--- src/rtl/regfile_scoreboard_if.sv ---
// Bundle between the pipeline (WB writeback, ID reads/issue) and the register file scoreboard.
// The master modport is the pipeline side; the slave modport is the register file.
interface regfile_scoreboard_if #(
  parameter int REG_LEN      = 32,
  parameter int REG_ADDR_LEN = 5
);
  logic [REG_LEN-1:0]      wb_rd_data;
  logic [REG_ADDR_LEN-1:0] wb_rd_addr;
  logic                    wb_rd_enable;
  logic                    id_rs1_read;
  logic [REG_ADDR_LEN-1:0] id_rs1_addr;
  logic                    id_rs2_read;
  logic [REG_ADDR_LEN-1:0] id_rs2_addr;
  logic                    issue_valid;
  logic [REG_ADDR_LEN-1:0] issue_rd_addr;
  logic [REG_LEN-1:0]      rs1_data;
  logic [REG_LEN-1:0]      rs2_data;
  logic                    stall_req;

  modport master (
    output wb_rd_data, wb_rd_addr, wb_rd_enable,
    output id_rs1_read, id_rs1_addr, id_rs2_read, id_rs2_addr,
    output issue_valid, issue_rd_addr,
    input  rs1_data, rs2_data, stall_req
  );

  modport slave (
    input  wb_rd_data, wb_rd_addr, wb_rd_enable,
    input  id_rs1_read, id_rs1_addr, id_rs2_read, id_rs2_addr,
    input  issue_valid, issue_rd_addr,
    output rs1_data, rs2_data, stall_req
  );
endinterface

--- src/rtl/regfile_scoreboard.sv ---
// Architectural register file with write-through bypass and per-register pending-write
// counters that raise a stall to ID while an operand is still in flight.
module regfile_scoreboard #(
  parameter int REG_LEN      = 32,
  parameter int REG_ADDR_LEN = 5,
  parameter int CNT_W        = 2
) (
  input  logic                  clk,
  input  logic                  rst,
  regfile_scoreboard_if.slave   bus
);
  localparam int NUM_REGS = 1 << REG_ADDR_LEN;
  localparam logic [CNT_W-1:0] CNT_MAX = '1;

  logic [REG_LEN-1:0] r_regs [NUM_REGS];
  logic [CNT_W-1:0]   r_cnt  [NUM_REGS];

  logic [NUM_REGS-1:0] w_inc;
  logic [NUM_REGS-1:0] w_dec;
  logic                w_rs1_hazard;
  logic                w_rs2_hazard;
  logic                w_cap_hazard;
  logic                w_stall;

  // Per-register decode of issue and writeback hits; x0 never tracks anything.
  genvar gi;
  generate
    for (gi = 0; gi < NUM_REGS; gi++) begin : g_decode
      if (gi == 0) begin : g_zero
        assign w_inc[gi] = 1'b0;
        assign w_dec[gi] = 1'b0;
      end else begin : g_reg
        assign w_inc[gi] = bus.issue_valid && !w_stall &&
                           (bus.issue_rd_addr == REG_ADDR_LEN'(gi));
        assign w_dec[gi] = bus.wb_rd_enable && (r_cnt[gi] != '0) &&
                           (bus.wb_rd_addr == REG_ADDR_LEN'(gi));
      end
    end
  endgenerate

  // A same-cycle WB retires one pending write, so only cnt-dec matters for the hazard.
  always_comb begin
    w_rs1_hazard = bus.id_rs1_read && (bus.id_rs1_addr != '0) &&
                   ((r_cnt[bus.id_rs1_addr] - CNT_W'(w_dec[bus.id_rs1_addr])) != '0);
    w_rs2_hazard = bus.id_rs2_read && (bus.id_rs2_addr != '0) &&
                   ((r_cnt[bus.id_rs2_addr] - CNT_W'(w_dec[bus.id_rs2_addr])) != '0);
    w_cap_hazard = bus.issue_valid && (bus.issue_rd_addr != '0) &&
                   (r_cnt[bus.issue_rd_addr] == CNT_MAX) && !w_dec[bus.issue_rd_addr];
    w_stall      = w_rs1_hazard || w_rs2_hazard || w_cap_hazard;
  end

  always_comb begin
    bus.rs1_data = r_regs[bus.id_rs1_addr];
    if (bus.id_rs1_addr == '0)
      bus.rs1_data = '0;
    else if (bus.wb_rd_enable && (bus.wb_rd_addr == bus.id_rs1_addr))
      bus.rs1_data = bus.wb_rd_data;

    bus.rs2_data = r_regs[bus.id_rs2_addr];
    if (bus.id_rs2_addr == '0)
      bus.rs2_data = '0;
    else if (bus.wb_rd_enable && (bus.wb_rd_addr == bus.id_rs2_addr))
      bus.rs2_data = bus.wb_rd_data;

    bus.stall_req = w_stall;
  end

  always_ff @(posedge clk or negedge rst) begin
    if (!rst) begin
      for (int i = 0; i < NUM_REGS; i++) begin
        r_regs[i] <= '0;
        r_cnt[i]  <= '0;
      end
    end else begin
      if (bus.wb_rd_enable && (bus.wb_rd_addr != '0))
        r_regs[bus.wb_rd_addr] <= bus.wb_rd_data;
      for (int i = 1; i < NUM_REGS; i++) begin
        if (w_inc[i] && !w_dec[i])
          r_cnt[i] <= r_cnt[i] + 1'b1;
        else if (w_dec[i] && !w_inc[i])
          r_cnt[i] <= r_cnt[i] - 1'b1;
      end
    end
  end
endmodule

--- src/flat_wrapper.sv ---
// flat-port wrapper written by rule: the top's interface ports become plain ports
module regfile_scoreboard_flat 
#(
  parameter int REG_LEN      = 32,
  parameter int REG_ADDR_LEN = 5,
  parameter int CNT_W        = 2
)
  (clk, rst, bus_wb_rd_data, bus_wb_rd_addr, bus_wb_rd_enable, bus_id_rs1_read, bus_id_rs1_addr, bus_id_rs2_read, bus_id_rs2_addr, bus_issue_valid, bus_issue_rd_addr, bus_rs1_data, bus_rs2_data, bus_stall_req);
  regfile_scoreboard_if #(.REG_LEN(REG_LEN), .REG_ADDR_LEN(REG_ADDR_LEN)) bus_i ();
  input  logic clk;
  input  logic rst;
  input wire logic [$bits(bus_i.wb_rd_data)-1:0] bus_wb_rd_data;
  input wire logic [$bits(bus_i.wb_rd_addr)-1:0] bus_wb_rd_addr;
  input wire logic [$bits(bus_i.wb_rd_enable)-1:0] bus_wb_rd_enable;
  input wire logic [$bits(bus_i.id_rs1_read)-1:0] bus_id_rs1_read;
  input wire logic [$bits(bus_i.id_rs1_addr)-1:0] bus_id_rs1_addr;
  input wire logic [$bits(bus_i.id_rs2_read)-1:0] bus_id_rs2_read;
  input wire logic [$bits(bus_i.id_rs2_addr)-1:0] bus_id_rs2_addr;
  input wire logic [$bits(bus_i.issue_valid)-1:0] bus_issue_valid;
  input wire logic [$bits(bus_i.issue_rd_addr)-1:0] bus_issue_rd_addr;
  output wire logic [$bits(bus_i.rs1_data)-1:0] bus_rs1_data;
  output wire logic [$bits(bus_i.rs2_data)-1:0] bus_rs2_data;
  output wire logic [$bits(bus_i.stall_req)-1:0] bus_stall_req;
  assign bus_i.wb_rd_data = bus_wb_rd_data;
  assign bus_i.wb_rd_addr = bus_wb_rd_addr;
  assign bus_i.wb_rd_enable = bus_wb_rd_enable;
  assign bus_i.id_rs1_read = bus_id_rs1_read;
  assign bus_i.id_rs1_addr = bus_id_rs1_addr;
  assign bus_i.id_rs2_read = bus_id_rs2_read;
  assign bus_i.id_rs2_addr = bus_id_rs2_addr;
  assign bus_i.issue_valid = bus_issue_valid;
  assign bus_i.issue_rd_addr = bus_issue_rd_addr;
  assign bus_rs1_data = bus_i.rs1_data;
  assign bus_rs2_data = bus_i.rs2_data;
  assign bus_stall_req = bus_i.stall_req;
  regfile_scoreboard #(.REG_LEN(REG_LEN), .REG_ADDR_LEN(REG_ADDR_LEN), .CNT_W(CNT_W)) u_core (.clk(clk), .rst(rst), .bus(bus_i));
endmodule
--- config.mk ---
export PLATFORM = sky130hd
export DESIGN_NAME = regfile_scoreboard_flat
export DESIGN_NICKNAME = d
export VERILOG_FILES = /design/src/rtl/regfile_scoreboard_if.sv /design/src/rtl/regfile_scoreboard.sv /design/src/flat_wrapper.sv
export SDC_FILE = /design/constraint.sdc
export NUM_CORES = 2
export LEC_CHECK = 0
export CORE_UTILIZATION = 57
export DETAILED_ROUTE_END_ITERATION = 12
export GPL_TIMING_DRIVEN = 0
export HOLD_SLACK_MARGIN = 0.05
export PLACE_DENSITY = 0.82
export SLEW_MARGIN = 20
export SYNTH_ARGS = -nofsm -noshare
export SYNTH_HDL_FRONTEND = slang
export SYNTH_SLANG_ARGS = --single-unit
--- constraint.sdc ---
create_clock -name clk -period 4.4 [get_ports clk]
set_clock_uncertainty 0.2 [all_clocks]
set_input_delay 0.88 -clock clk [delete_from_list [all_inputs] [get_ports clk]]
set_output_delay 0.88 -clock clk [all_outputs]
set_load 0.02 [all_outputs]
==> flow_metrics.tcl <==
set metrics [dict create \
    drv_slew 0 \
    highest-signal-layer "met5" \
    die_w_um 329.2 \
    met2_length_um 101000 \
    drc 10 \
    maxCapViolations 0 \
    met3_wirelength_um 39510 \
    h-tree-depth 3 \
    final_nets 4468 \
    grt_setup_unrepaired "yes" \
    clock_latency_ns 0.77 \
    final_common_cell "dfrtp_1" \
    drt_iter0_markers 7749 \
    finalHoldViolCount 0 \
    fin_setup_tns_ns -1.488 \
    antenna_found_initial 6 \
    clockBufferDepth 3 \
    wl_met1_um 75390 \
    cpPeakStageDelay_ns 0.58 \
    row_count 119 \
    numCtsBuffers 114 \
    setup_ws_ns -0.2761 \
    switching_share_pct 31.64 \
    grt_pass1_wl_um 335000 \
    viasPerCell 7.850 \
    synth_fp_nets 4097 \
    track_usage_pct 44.27 \
    r2r-start "u_core.r_cnt[58]" \
    vias 46030 \
    cp_top_family "simple AND/OR/NAND/NOR gates" \
    required_ns 3.32 \
    power.density_nw_per_um2 458.9 \
    grt_pass1_vias 46430 \
    yosysWarnings 2 \
    p_leak_uw 0.03109 \
    hold_path.class "reg -> reg" \
    syn_avg_cell_area_um2 15.23 \
    finalSetupViolations 26 \
    grt_start_max_net_pins 148 \
    critPathLaunch "bus_wb_rd_addr[0]" \
    violations "design-rule violations, negative setup slack" \
    r2r_cells 14 \
    r2r_setup_slack_ns 0.37 \
    final_cell_mix "dfrtp_1, mux2_2, mux4_2" \
    synth_cell_types 67 \
    cts_tree "yes" \
    io_buffers 116 \
    synth_edf_count 0 \
    syn_inst 4008 \
    area_growth_pct 19.88 \
    cp_cell_sequence "buf_8, or4b_4, or3_4, mux2i_1, a221oi_2, a2111oi_2, o31a_1, nor3b_4, or3_4, buf_6" \
    core_um2 105700 \
    post-route-period-util_pct 106.3 \
    n_fill_cell 6505 \
    status "complete, but fails checks" \
    peakVddDrop_uv 410.0 \
    synth_seq_cells 1086 \
    clk_pin_slew_ns 0.07 \
    ioPinCount 123 \
    share_comb_of_total_power_pct 26.6 \
    layout.cells.non_filler 5863 \
    clkSinkCount 1086 \
    cp_slowest_cell "or4b_4" \
    critical_path_buf_inv_count 2 \
    yosysSeqAreaShare_pct 44.53 \
    start_util_pct 57.74 \
    async_flop_share_pct 100.0 \
    die_h_um 329.2 \
    design.die.area_um2 108400 \
    overflow 0 \
    cpMostUsedCell "or3_4" \
    layout-drive-gt1-share_pct 52.98 \
    r2r_end "u_core.r_cnt[27]" \
    wire_per_inst_um 41.24 \
    ant_nets 0 \
    power_frac_seq_pct 42.2 \
    crit_path_end "bus_stall_req" \
    gp_congestion 0.9865 \
    worst_pin_slew_ns 1.357 \
    synthesis.area_um2 61030 \
    synth_ff_type "dfrtp_1" \
    worstSetupPathType "in -> out" \
    fmax_mhz 213.9 \
    p_clk_share_pct 31.2 \
    path_max_fanout 5 \
    cts_root_buf "clkbuf_16" \
    intPower_uw 22950 \
    endpoint_kind "output port" \
    slew_headroom_pct 9.538 \
    wirelength_um 241800 \
    p_switching_uw 10620 \
    crit_cells 10 \
    dp.cells 5528 \
    startpoint_type "primary input" \
    min_period_ns 4.676 \
    dpl.hpwl_um 142000 \
    arrival_ns 3.60 \
    drt_first_pass_iters 12 \
]
state kept, by name, summed over array words and instances (netlist names):
name and flops:
u_core.r_regs 1024, u_core.r_cnt 62
layout make-up:
type	count	area, um^2	area share, %
multi-input cells	2441	32970	45.07
plain buffers	447	4392	6.002
clock buffers	160	3276	4.477
diodes	2	5.005	0.006840
repair buffers	262	2833	3.872
clock inverters	47	669.4	0.9149
inverters	27	101.3	0.1385
flip-flops and latches	1086	27180	37.14
well taps	1391	1740	2.379
worst min path at each step:
stage / cells after the start / slack (ns) / end / start
final: 1 / 0.29 / u_core.r_regs[992] / u_core.r_regs[992]
after global routing: 1 / 0.31 / u_core.r_regs[998] / u_core.r_regs[998]
after CTS: 1 / 0.28 / u_core.r_regs[999] / u_core.r_regs[999]
after detailed placement: 1 / 0.26 / u_core.r_regs[992] / u_core.r_regs[992]
after global placement: 1 / 0.25 / u_core.r_regs[1009] / u_core.r_regs[1009]
after floorplan: 1 / 0.24 / u_core.r_regs[1000] / u_core.r_regs[1000]
kinds of logic after synthesis:
family,synth area share [%]
adders and majority gates,0.6355
muxes,44.92
AOI/OAI and AO/OA,1.777
buffers and inverters,3.200
and+or+nand+nor,3.467
xor gates and xnor gates,1.478
DFF,44.53
per-stage QoR:
step	instance area (um^2)	power, uW	util [%]	setup WS (ns)	hold WS [ns]
2_1_floorplan	61150	19080	-	-0.04503	0.2413
3_3_place_gp	64060	21510	60.59	-46.69	0.2525
3_5_place_dp	64450	21850	60.97	-2.708	0.2633
4_1_cts	72450	32530	68.54	-0.2105	0.2811
5_1_grt	73160	34260	69.21	-0.2961	0.3095
6_report	73170	33580	69.21	-0.2761	0.2891
layer usage:
metal  GRT usage, %  up-vias
met5          1.652        -
met4          35.20       14
met3          21.72     1711
met2          61.43     4666
met1          52.20    23390
li1               -    16250
synth_stat cells, types with 3 or more instances:
cell       count  area (um^2)
buf_2         73        365.4
nand2_1       63        236.5
o221ai_1       4        35.03
a311oi_1       4        35.03
mux2i_1       94        940.9
nor4_1        14        87.58
nand4bb_1      3        33.78
o21ai_1        5        25.02
buf_4          3        22.52
a211oi_1      74        555.5
buf_6          6        67.56
nor4b_1        3        26.28
inv_1         26        97.59
mux2_1       129         1453
buf_1         69        259.0
nand4b_1       3        26.28
nor3_1        25        125.1
nor2b_1       17        106.4
o31ai_1        4        30.03
mux4_2       677        15250
a21oi_1        9        45.04
or3_1          6        37.54
nor4_2        30        375.4
mux2_2       868         9774
nand4_1        4        25.02
ha_1          31        387.9
nor2_1       175        656.9
dfrtp_1     1086        27180
xnor2_1       33        289.0
clkbuf_1     303         1137
xor2_1        70        613.1
or2_1          3        18.77
a221oi_1       4        35.03
a2111oi_0      7        61.31
nand2b_1      15        93.84
o21ai_0        4        20.02
or2_2          3        18.77
nand3_1       14        70.07
a22oi_1        6        45.04
o211ai_1       8        60.06
power groups by stage:
stage	Clock, uW	Sequential [uW]	Combinational [uW]
final	10500	14200	8930
after global routing	10800	14300	9190
after CTS	10300	13800	8440
after detailed placement	0	14000	7880
after global placement	0	13900	7640
after floorplan	0	13300	5750
what timing repair did:
action	CTS	global route
resized for setup	1068	117
buffers inserted	65	49
endpoints found under the hold margin	57	0
cloned	14	4
setup endpoints to repair	127	64
pin swaps	42	26
hold buffers	1	0
No activity file was read; power rests on OpenSTA's default activity.
